**src/rtl/serial_cubestate_rx_pkg.sv**
```systemverilog
// serial_cubestate_rx_pkg: frame constants and state encodings shared by the cubestate serial link.
package serial_cubestate_rx_pkg;
  localparam int CUBESTATE_W = 162;
  localparam int PAYLOAD_BYTES = 21;
  localparam int PAD_BITS = 6;
  localparam int FRAME_W = CUBESTATE_W + PAD_BITS;
  localparam logic [7:0] DEFAULT_SYNC_BYTE = 8'hA5;
  typedef enum logic [1:0] {WAIT_SYNC, PAYLOAD, CHECK} frame_state_t;
  typedef enum logic [1:0] {B_IDLE, B_START, B_DATA, B_STOP} byte_state_t;
endpackage

```
**src/rtl/uart_rx_byte.sv**
```systemverilog
// uart_rx_byte: 8N1 byte receiver with input synchroniser, mid-bit sampling and stop-bit check.
module uart_rx_byte import serial_cubestate_rx_pkg::*; #(
  parameter int CLK_HZ = 25_000_000,
  parameter int BAUD = 115_200
) (
  input  logic       clock,
  input  logic       reset,
  input  logic       rx_pin,
  output logic [7:0] data,
  output logic       byte_strobe,
  output logic       byte_err
);
  localparam int CLKS_PER_BIT = CLK_HZ / BAUD;
  localparam int CW = $clog2(CLKS_PER_BIT + 1);
  localparam logic [CW-1:0] FULL = CW'(CLKS_PER_BIT - 1);
  localparam logic [CW-1:0] HALF = CW'(CLKS_PER_BIT / 2 - 1);
  logic [1:0] sync;
  logic rxs;
  byte_state_t state;
  logic [CW-1:0] cnt;
  logic [2:0] bit_idx;
  assign rxs = sync[1];
  always_ff @(posedge clock) begin
    byte_strobe <= 1'b0;
    byte_err <= 1'b0;
    if (reset) begin
      sync <= 2'b11;
      state <= B_IDLE;
      cnt <= '0;
      bit_idx <= '0;
      data <= '0;
    end else begin
      sync <= {sync[0], rx_pin};
      case (state)
        B_IDLE: if (!rxs) begin
          state <= B_START;
          cnt <= '0;
          bit_idx <= '0;
        end
        B_START: if (cnt == HALF) begin
          cnt <= '0;
          state <= rxs ? B_IDLE : B_DATA;
        end else cnt <= cnt + 1'b1;
        B_DATA: if (cnt == FULL) begin
          cnt <= '0;
          data <= {rxs, data[7:1]};
          bit_idx <= bit_idx + 3'd1;
          if (bit_idx == 3'd7) state <= B_STOP;
        end else cnt <= cnt + 1'b1;
        B_STOP: if (cnt == FULL) begin
          // Leave at mid-stop so a start bit right behind it is caught.
          byte_strobe <= rxs;
          byte_err <= !rxs;
          state <= B_IDLE;
        end else cnt <= cnt + 1'b1;
        default: state <= B_IDLE;
      endcase
    end
  end
endmodule

```
**src/rtl/serial_cubestate_rx.sv**
```systemverilog
// serial_cubestate_rx: receives a sync/payload/checksum cubestate frame over UART and publishes it.
module serial_cubestate_rx import serial_cubestate_rx_pkg::*; #(
  parameter int CLK_HZ = 25_000_000,
  parameter int BAUD = 115_200,
  parameter logic [7:0] SYNC_BYTE = DEFAULT_SYNC_BYTE,
  parameter int TIMEOUT_CLKS = 250_000
) (
  input  logic                   clock,
  input  logic                   reset,
  input  logic                   rx_pin,
  output logic [CUBESTATE_W-1:0] cubestate,
  output logic                   cubestate_valid,
  output logic                   frame_error,
  output logic                   checksum_error,
  output logic                   busy
);
  localparam int TW = $clog2(TIMEOUT_CLKS + 1);
  localparam logic [4:0] LAST = 5'(PAYLOAD_BYTES - 1);
  logic [7:0] data;
  logic byte_strobe, byte_err;
  frame_state_t state;
  logic [FRAME_W-1:0] shreg;
  logic [7:0] chk;
  logic [4:0] idx;
  logic [TW-1:0] idle_cnt;
  uart_rx_byte #(.CLK_HZ(CLK_HZ), .BAUD(BAUD)) u_byte (
    .clock(clock),
    .reset(reset),
    .rx_pin(rx_pin),
    .data(data),
    .byte_strobe(byte_strobe),
    .byte_err(byte_err)
  );
  assign busy = state != WAIT_SYNC;
  always_ff @(posedge clock) begin
    cubestate_valid <= 1'b0;
    frame_error <= 1'b0;
    checksum_error <= 1'b0;
    if (reset) begin
      state <= WAIT_SYNC;
      cubestate <= '0;
      shreg <= '0;
      chk <= '0;
      idx <= '0;
      idle_cnt <= '0;
    end else begin
      // Counts clocks elapsed since the last strobe, so the strobe cycle itself is 1.
      idle_cnt <= byte_strobe ? TW'(1) : busy ? idle_cnt + 1'b1 : '0;
      if (byte_err) begin
        frame_error <= busy;
        state <= WAIT_SYNC;
      end else if (byte_strobe) begin
        case (state)
          WAIT_SYNC: if (data == SYNC_BYTE) begin
            state <= PAYLOAD;
            idx <= '0;
            chk <= '0;
          end
          PAYLOAD: begin
            shreg <= {shreg[FRAME_W-9:0], data};
            chk <= chk ^ data;
            idx <= idx + 5'd1;
            if (idx == LAST) state <= CHECK;
          end
          CHECK: begin
            if (data == chk && shreg[FRAME_W-1:CUBESTATE_W] == '0) begin
              cubestate <= shreg[CUBESTATE_W-1:0];
              cubestate_valid <= 1'b1;
            end else checksum_error <= 1'b1;
            state <= WAIT_SYNC;
          end
          default: state <= WAIT_SYNC;
        endcase
      end else if (busy && idle_cnt == TW'(TIMEOUT_CLKS - 1)) begin
        frame_error <= 1'b1;
        state <= WAIT_SYNC;
      end
    end
  end
endmodule

```
**config.mk**
```make
export PLATFORM = sky130hd
export DESIGN_NAME = serial_cubestate_rx
export DESIGN_NICKNAME = d
export VERILOG_FILES = /design/src/rtl/serial_cubestate_rx_pkg.sv /design/src/rtl/uart_rx_byte.sv /design/src/rtl/serial_cubestate_rx.sv
export SDC_FILE = /design/constraint.sdc
export NUM_CORES = 1
export LEC_CHECK = 0
export CORE_MARGIN = 2
export CORE_UTILIZATION = 45
export DETAILED_ROUTE_END_ITERATION = 8
export GPL_TIMING_DRIVEN = 0
export PLACE_DENSITY_LB_ADDON = 0.05
export SYNTH_ARGS = -nofsm -noshare
export SYNTH_HDL_FRONTEND = slang
export SYNTH_SLANG_ARGS = --single-unit
```
**constraint.sdc**
```tcl
create_clock -name clock -period 2.4 [get_ports clock]
set_input_delay 0.36 -clock clock [delete_from_list [all_inputs] [get_ports clock]]
set_output_delay 0.36 -clock clock [all_outputs]
set_load 0.01 [all_outputs]
```
==> results.py <==
metrics = {
    "status": {
        "status": "finished clean",
    },
    "sta": {
        "holdWs_ps": 381,
        "drv_slew": 0,
        "max_freq_ghz": 0.450,
        "fin_skew_ps": 9.09,
        "rsz0062_at_grt": "false",
        "final.setup.tns_ps": 0,
        "fin_crit_sh": 0.926,
        "hold_violations": 0,
        "worst_pin_slew_ps": 1090,
        "relSlewSlack": 0.276,
        "fin_crit_ps": 2220,
        "finalSetupViolations": 0,
    },
    "drt": {
        "drt_first_pass_iters": 5,
        "routed_wirelength_microns": 38100,
        "ant_nets": 0,
        "wl_per_cell_microns": 15.4,
        "viasPerCell": 4.94,
        "drc": 0,
        "dr.first_iter.drc_count": 561,
        "via_count": 12200,
    },
    "setup_path": {
        "timing.rr.start": "shreg[167]$_SDFFE_PP0P_",
        "crit_top_cell": "buf_6",
        "worst-path-max-fanout": 10,
        "endpoint": "cubestate[17]$_SDFFE_PP0P_",
        "r2r.worst_path.cells": 7,
        "critPathMaxStageDelay_ps": 400,
        "path_cells": "nor4_1, nand4_1, nor4b_4, buf_6, buf_6, buf_6, mux2i_1",
        "required_ps": 2850,
        "path_class": "reg2reg",
        "r2r-end": "cubestate[17]$_SDFFE_PP0P_",
        "crit_slowest_cell": "nor4b_4",
        "crit_arrival_ps": 2680,
        "end_kind": "flip-flop",
        "cp-startpoint": "shreg[167]$_SDFFE_PP0P_",
        "critPathLaunchType": "flip-flop",
        "r2r_slack_ps": 180,
    },
    "floorplanning": {
        "ios": 169,
        "rows": 68,
        "core_sq_mm": 0.0346,
        "initial_core_util": 0.458,
        "die_height_microns": 192,
        "die_w_microns": 192,
        "dieArea_sq_mm": 0.0367,
    },
    "cells_and_area": {
        "fin_area_sq_mm": 0.0195,
        "final.fill_count": 3279,
        "area_delta_synth_final_pct": 23.0,
        "final_util": 0.563,
        "nNetsFinal": 1997,
        "drive_above_1_share": 0.0579,
        "antenna_cells": 0,
    },
    "synth": {
        "synth_area_leaders": "dfxtp_1 (49%), nand2b_1 (13%), mux2i_1 (11%), nand2_1 (8.3%), a21oi_1 (6.0%)",
        "synth_most_common_cell": "dfxtp_1",
        "synthFlopType": "dfxtp_1",
        "async_flop_share": 0,
        "ys_seq_elements": 391,
        "syn-cell-area_sq_mm": 0.0159,
        "syn-num-nets": 1785,
        "yosysUniqueCellTypes": 51,
        "yosysTopAreaCell": "dfxtp_1",
        "synth_area_per_cell_sq_um": 8.93,
        "synthTopCellsByCount": "dfxtp_1 (391), nand2_1 (352), nand2b_1 (327)",
        "yosysTopAreaCellShare": 0.494,
        "syn_inst": 1775,
        "ys_seq_area_frac": 0.494,
        "synth_edf_count": 0,
        "yosysWarnings": 0,
    },
    "clocking": {
        "cts_tree": "done",
        "htreeDepth": 2,
        "clk_path_buf_depth": 3,
        "cts_inserted_buffers": 42,
        "clkLatencyLatePin_ps": 530,
        "clock-root-buffer": "clkbuf_16",
        "numClockSinks": 391,
        "path_clk_slew_ps": 60,
        "cts-hold-fix-buffers": 0,
    },
    "min_path": {
        "hold_path.class": "in2reg",
    },
    "flow_run": {
        "maxCapViolCount": 0,
    },
    "placement": {
        "io_buffers": 167,
        "placed_area_sq_mm": 0.0181,
        "dp_hpwl_microns": 26500,
        "gp_congestion": 0.802,
    },
    "global_route": {
        "grt_first_pass_wirelength_microns": 61000,
        "antenna_found_initial": 0,
        "grt_usage": 0.206,
        "grt_max_degree": 14,
        "grt_overflow": 0,
        "grt_pass1_vias": 11800,
    },
    "pwr": {
        "powerDensity_mw_per_mm2": 674,
        "p_leak_nw": 6.13,
        "vdd_drop_max_mv": 0.478,
    },
}
==> power breakdown <==
part	switching (mW)	internal, mW	total (mW)	leakage [nW]
sequential	0.00496	6.49	6.50	3.15
combinational	0.156	0.111	0.267	2.30
clock	2.59	3.78	6.37	0.685
==> registers in the layout (all words and copies together), names as in the netlist, 2 cells and up, named ones only <==
register,count
chk,8
u_byte.data,8
state,2
idx,5
cubestate,162
u_byte.cnt,8
u_byte.bit_idx,3
shreg,168
idle_cnt,18
u_byte.sync,2
==> stage by stage <==
stage | cells | setup slack [ps] | power (mW)
2_1_floorplan | 1775 | 698 | 6.84
5_1_grt | 2474 | 42.7 | 13.6
3_5_place_dp | 2397 | -337 | 6.91
6_report | 2474 | 178 | 13.1
3_3_place_gp | 2397 | -377 | 6.91
4_1_cts | 2473 | 33.7 | 13.3
==> final cells by class <==
class | instances | area, sq um | share of cell area
multi-input combinational | 1244 | 7380 | 0.378
timing repair buffer | 169 | 1700 | 0.0872
buffer | 126 | 607 | 0.0311
sequential | 391 | 7830 | 0.402
clock inverter | 15 | 129 | 0.00661
clock buffer | 61 | 1230 | 0.0633
inverter | 13 | 48.8 | 0.00250
tap | 455 | 569 | 0.0292
==> layout by cell type, fill, tap and decap left out, drive strengths merged, types with 6 or more instances in the layout <==
| cell | n |
|---|---|
| o21ai | 9 |
| clkdlybuf4s50 | 167 |
| nand3b | 10 |
| inv | 14 |
| buf | 42 |
| nor3 | 14 |
| nand2 | 352 |
| ha | 7 |
| xor2 | 6 |
| nor2 | 49 |
| nand2b | 327 |
| xnor2 | 18 |
| o31ai | 9 |
| clkinv | 12 |
| dfxtp | 391 |
| a21oi | 191 |
| nand4 | 8 |
| clkbuf | 147 |
| nand3 | 15 |
| mux2i | 170 |
==> critical path: cells and delay by family (launching register included) <==
kind	cells	cell delay, ps
AND/OR/NAND/NOR	3	1010
buffers and inverters	3	570
multiplexers	1	230
flip-flops	1	320
==> cell families (layout without fill, tap and decap cells) <==
logic type,count (synthesis),in the layout,synth area share
xor+xnor,24,24,0.0133
flops,391,391,0.494
fa+ha+maj,7,7,0.00553
buf+inv,140,384,0.0414
simple gates,814,814,0.261
mux,171,171,0.108
compound gates,228,228,0.0770
==> worst min path at each step <==
| stage | from | to | slack [ps] | depth (start not counted) |
|---|---|---|---|---|
| global placement | u_byte.sync[0]$_SDFF_PP1_ | u_byte.sync[1]$_SDFF_PP1_ | 390 | 1 |
| detailed placement | u_byte.sync[0]$_SDFF_PP1_ | u_byte.sync[1]$_SDFF_PP1_ | 390 | 1 |
| finish | rx_pin | u_byte.sync[0]$_SDFF_PP1_ | 380 | 2 |
| floorplan | u_byte.sync[0]$_SDFF_PP1_ | u_byte.sync[1]$_SDFF_PP1_ | 390 | 1 |
| CTS | rx_pin | u_byte.sync[0]$_SDFF_PP1_ | 360 | 2 |
| global route | rx_pin | u_byte.sync[0]$_SDFF_PP1_ | 400 | 2 |
==> routing by layer <==
layer,global-route usage,up-vias,wire (microns)
met5,0,-,0
met4,0.0515,0,637
met3,0.0322,44,1640
met2,0.334,218,17000
met1,0.286,5727,18800
li1,-,6240,-
==> what timing repair did <==
| item | CTS | global route |
|---|---|---|
| buffers inserted | 0 | 2 |
| resized for setup | 1 | 1 |
| cloned | 0 | 0 |
| pin swaps | 0 | 2 |
| endpoints found under the setup margin | 2 | 71 |
Note: power is estimated with default switching activity, not from simulation.
